`config.mk`:
```
export PLATFORM = sky130hd
export DESIGN_NAME = mem_port_arbiter
export DESIGN_NICKNAME = d
export VERILOG_FILES = /design/src/rtl/mem_arb_pkg.sv /design/src/rtl/mem_port_arbiter.sv
export SDC_FILE = /design/constraint.sdc
export NUM_CORES = 1
export LEC_CHECK = 0
export CORE_MARGIN = 5
export CORE_UTILIZATION = 36
export DETAILED_ROUTE_END_ITERATION = 12
export PLACE_DENSITY = 0.86
export SLEW_MARGIN = 20
export SYNTH_ARGS = -nofsm -noshare
export SYNTH_HDL_FRONTEND = slang
export SYNTH_SLANG_ARGS = --single-unit
```
`constraint.sdc`:
```
create_clock -name clk_i -period 4.95 [get_ports clk_i]
set_clock_uncertainty 0.05 [all_clocks]
set_input_delay 1.2375 -clock clk_i [delete_from_list [all_inputs] [get_ports clk_i]]
set_output_delay 1.2375 -clock clk_i [all_outputs]
set_load 0.005 [all_outputs]
```
`src/rtl/mem_arb_pkg.sv`:
```
// Shared types for the unified memory-port arbiter.
package mem_arb_pkg;

  typedef enum logic [1:0] {
    IDLE = 2'd0,
    REQ  = 2'd1,
    RSP  = 2'd2
  } arb_state_e;

  typedef enum logic {
    OWN_IF = 1'b0,
    OWN_DM = 1'b1
  } arb_owner_e;

  localparam int unsigned STARVE_W = 4;

endpackage

```
`src/rtl/mem_port_arbiter.sv`:
```
// Arbitrates the single memory port between instruction fetch and load/store,
// sequences req/gnt/rvalid, and drops fetch responses made stale by a taken branch.
module mem_port_arbiter
  import mem_arb_pkg::*;
#(
  parameter int unsigned ADDR_W     = 32,
  parameter int unsigned DATA_W     = 32,
  parameter int unsigned STARVE_LIM = 4
) (
  input  logic                clk_i,
  input  logic                rst_ni,
  input  logic                if_req_i,
  input  logic [ADDR_W-1:0]   if_addr_i,
  output logic [DATA_W-1:0]   if_rdata_o,
  output logic                if_valid_o,
  input  logic                dm_req_i,
  input  logic                dm_we_i,
  input  logic [ADDR_W-1:0]   dm_addr_i,
  input  logic [DATA_W-1:0]   dm_wdata_i,
  input  logic [DATA_W/8-1:0] dm_be_i,
  output logic [DATA_W-1:0]   dm_rdata_o,
  output logic                dm_valid_o,
  input  logic                flush_i,
  output logic                mem_req_o,
  output logic                mem_we_o,
  output logic [ADDR_W-1:0]   mem_addr_o,
  output logic [DATA_W-1:0]   mem_wdata_o,
  output logic [DATA_W/8-1:0] mem_be_o,
  input  logic                mem_gnt_i,
  input  logic                mem_rvalid_i,
  input  logic [DATA_W-1:0]   mem_rdata_i,
  output logic                stall_fetch_o,
  output logic                stall_mem_o
);

  localparam int unsigned BE_W = DATA_W / 8;
  localparam logic [STARVE_W-1:0] LIM = STARVE_W'(STARVE_LIM);

  arb_state_e            state_q, state_d;
  arb_owner_e            owner_q, owner_d;
  logic [ADDR_W-1:0]     addr_q, addr_d;
  logic                  we_q, we_d;
  logic [DATA_W-1:0]     wdata_q, wdata_d;
  logic [BE_W-1:0]       be_q, be_d;
  logic [STARVE_W-1:0]   starve_q, starve_d, starve_inc;
  logic                  discard_q, discard_d;
  logic                  fetch_pend, fetch_win, data_win;

  // A flush in IDLE hides the fetch for one cycle; the corrected PC follows.
  assign fetch_pend = if_req_i & ~flush_i;
  assign fetch_win  = fetch_pend & (~dm_req_i | (starve_q >= LIM));
  assign data_win   = dm_req_i & ~fetch_win;
  assign starve_inc = (starve_q >= LIM) ? starve_q : starve_q + STARVE_W'(1);

  always_ff @(posedge clk_i) begin
    if (!rst_ni) begin
      state_q   <= IDLE;
      owner_q   <= OWN_IF;
      addr_q    <= '0;
      we_q      <= 1'b0;
      wdata_q   <= '0;
      be_q      <= '0;
      starve_q  <= '0;
      discard_q <= 1'b0;
    end else begin
      state_q   <= state_d;
      owner_q   <= owner_d;
      addr_q    <= addr_d;
      we_q      <= we_d;
      wdata_q   <= wdata_d;
      be_q      <= be_d;
      starve_q  <= starve_d;
      discard_q <= discard_d;
    end
  end

  always_comb begin
    state_d    = state_q;
    owner_d    = owner_q;
    addr_d     = addr_q;
    we_d       = we_q;
    wdata_d    = wdata_q;
    be_d       = be_q;
    starve_d   = starve_q;
    discard_d  = discard_q;
    if_valid_o = 1'b0;
    dm_valid_o = 1'b0;
    case (state_q)
      IDLE: begin
        if (fetch_win) begin
          state_d   = REQ;
          owner_d   = OWN_IF;
          addr_d    = if_addr_i;
          we_d      = 1'b0;
          wdata_d   = '0;
          be_d      = '1;
          starve_d  = '0;
          discard_d = 1'b0;
        end else if (data_win) begin
          state_d   = REQ;
          owner_d   = OWN_DM;
          addr_d    = dm_addr_i;
          we_d      = dm_we_i;
          wdata_d   = dm_wdata_i;
          be_d      = dm_be_i;
          starve_d  = if_req_i ? starve_inc : '0;
          discard_d = 1'b0;
        end else if (!if_req_i) begin
          starve_d = '0;
        end
      end
      REQ: begin
        // The request stays on the bus even when its fetch goes stale.
        if (owner_q == OWN_IF && flush_i) discard_d = 1'b1;
        if (mem_gnt_i) begin
          if (owner_q == OWN_DM && we_q) begin
            dm_valid_o = 1'b1;
            state_d    = IDLE;
          end else begin
            state_d = RSP;
          end
        end
      end
      RSP: begin
        if (mem_rvalid_i) begin
          state_d   = IDLE;
          discard_d = 1'b0;
          if (owner_q == OWN_IF) if_valid_o = ~(discard_q | flush_i);
          else                   dm_valid_o = 1'b1;
        end else if (owner_q == OWN_IF && flush_i) begin
          discard_d = 1'b1;
        end
      end
      default: state_d = IDLE;
    endcase
  end

  assign mem_req_o     = (state_q == REQ);
  assign mem_we_o      = we_q;
  assign mem_addr_o    = addr_q;
  assign mem_wdata_o   = wdata_q;
  assign mem_be_o      = be_q;
  assign if_rdata_o    = if_valid_o ? mem_rdata_i : '0;
  assign dm_rdata_o    = (dm_valid_o && !we_q) ? mem_rdata_i : '0;
  assign stall_fetch_o = if_req_i & ~if_valid_o;
  assign stall_mem_o   = dm_req_i & ~dm_valid_o;

endmodule

```
==> impl_metrics.toml <==
[global_routing]
grt_max_degree = 76
grt.overflow.total = 0
grt_pass1_vias = 4096
antenna_found_initial = 0
grt_pass1_wl_mm = 20.30
track_usage = 0.2117

[yosys]
ys.flop_type = "dfxtp_1"
ys_types = 32
synth_seq_area_share = 0.4296
avgSynthCellArea_um2 = 8.326
synth_edf_count = 0
syn_inst = 431
ys_async_sr_fraction = 0
ys_ff_latch = 77
synth_nets = 577
ys_warn_count = 0
synth_top_cell_by_area = "dfxtp_1"
yosysTopAreaCellShare = 0.4296
syn_area_um2 = 3588
synth_area_leaders = "dfxtp_1 43%, and2_1 11%, a21oi_1 9.2%"

[cts]
clock_latency_ns = 0.33
cts_tree = "yes"
cts_hold_buf = 0
cts-htree-levels = 3
cts_resized = 0
clock_path_buffers = 2
clkSlewWorstSetupHoldPaths_ns = 0.07
cts.sinks = 77
cts_setup_buffers = 0
cts-root-buf = "clkbuf_8"
cts_buffers = 9

[power_and_ir_drop]
power.total_mw = 2.193
peakVddDrop_mv = 0.1877
power_density_nw_per_um2 = 329.7
p_leak_nw = 2.470

[sta]
rsz0062_at_grt = "false"
worst_slack_ns = 0.6735
tns_ns = 0
slew_violations = 0
min_period_ns = 4.277
finalCritPeriodShare = 0.8639
relSlewSlack = 0.2665
setup_viol = 0
tightestPinTransition_ns = 1.100
max_freq_mhz = 233.8
finalHoldViolCount = 0

[finish]
stdcell_count = 826
nNetsFinal = 835
fin_util = 0.6835
area_growth_pct = 85.32
final_cell_mix = "276 x clkdlybuf4s50_1, 77 x dfxtp_1, 66 x a21oi_1, 64 x and2_1, 41 x nor2b_1"
layout_commonest_cell = "clkdlybuf4s50_1"
drive_gt1_frac = 0.04618
antennaDiodeCount = 0

[placed_design]
globalplace.congestion = 0.7855
io_buffers = 277
place_ws_ns = 0.6563
place_inst = 811
hpwl_mm = 10.61

[critical_path]
worstPathCellList = "clkdlybuf4s50_1 -> nand2_1 -> nor4_4 -> buf_4 -> and2_1 -> clkdlybuf4s50_1"
critPathLaunchType = "primary input"
cp_slowest_cell = "clkdlybuf4s50_1"
critPathMaxStageDelay_ns = 0.51
cp-end-kind = "output port"
worstPathRequired_ns = 3.66
cp_top_family = "buffers and inverters"
arrival_ns = 2.99
crit_type = "primary input to output port"
crit_buf_inv = 3
cp_common_cell = "clkdlybuf4s50_1"
crit_fanout = 33
r2r_setup_slack_ns = 2.70

[detailed_routing]
viasPerCell = 4.979
dr_total_vias = 4113
drc = 0
drt_first_pass_iters = 5
wl_mm = 13.72
final_antenna_net_count = 0
wl_per_cell_um = 16.60
first_iter_violations = 239

[die]
die_h_um = 109.8
die_w_um = 109.8
dieArea_um2 = 12060
initial_utilization = 0.3688
pin_count = 278
row_count = 36
core-area_um2 = 9729

[run]
maxCapViolCount = 0

[run_status]
status = "finished clean"

[worst_hold_path]
hp-class = "register to register"
## worst paths after layout
| check | cells after the start | start | to |
|---|---|---|---|
| worst max-delay path | 6 | mem_rvalid_i | if_rdata_o[25] |
| worst min register to register | 2 | starve_q[1] | starve_q[1] |
| worst min-delay path | 2 | starve_q[1] | starve_q[1] |
| worst max register to register | 5 | state_q[0] | mem_wdata_o[19] |
## cells by family (layout without fill, tap and decap cells)
group                      after synthesis  in the layout  synth area share
xor gates and xnor gates                 1              1          0.002441
and+or+nand+nor                        161            161            0.2528
muxes                                    2              2          0.005579
adders and majority gates                6              6           0.02092
buffers and inverters                   38            300           0.04603
DFF                                     77             77            0.4296
AOI/OAI and AO/OA                      146            146            0.2427
## per-stage QoR
stage	hold WS (ns)	instance area, µm²
after floorplan	0.4158	3588
after global placement	0.4255	6434
after detailed placement	0.4480	6434
after CTS	0.4590	6646
after global routing	0.4933	6650
final	0.4594	6650
## worst register-to-register path, stage by stage, from the launching register on
cell and delay (ns):
dfxtp_1 0.34, inv_1 0.11, ha_1 0.37, o211a_1 0.95
a22oi_1 0.18, nor2b_1 0.18
## layout make-up
class	instances	area, µm²
fill	783	3079
timing repair buffer	282	2808
multi-input combinational	316	1911
sequential	77	1541
tap	133	166.4
clock buffer	10	137.6
clock inverter	5	75.07
inverter	3	11.26
## power by group
part           internal, mW  leakage, nW  switching (mW)
clock                 0.293        0.112           0.224
combinational         0.463         1.72           0.383
sequential            0.753        0.635          0.0771
total                  1.51         2.47           0.684
## synth_stat cells (all sizes together) (2+ instances only)
cell and instances:
buf 15, o21ai 35, o211a 2, o221a 4, nor2b 41, ha 6
nor2 4, inv 3, nand2 40, nand3 3, clkbuf 20, a21oi 66
and2 64, and3 2, nand2b 3, a22oi 33, mux2i 2, dfxtp 77
## registers in the layout (all words and copies together), names as in the netlist
name and count:
starve_q 4, owner_q 1, discard_q 1, mem_be_o 4, mem_wdata_o 32, mem_addr_o 32, state_q 2, mem_we_o 1
## routing by layer
layer,track usage,vias to the layer above,share of wire
met3,0.06870,24,0.10
li1,-,1991,-
met4,0.09083,0,0.024
met5,0,-,0
met2,0.4038,176,0.52
met1,0.2057,1922,0.35
(Power assumes the default switching activity.)
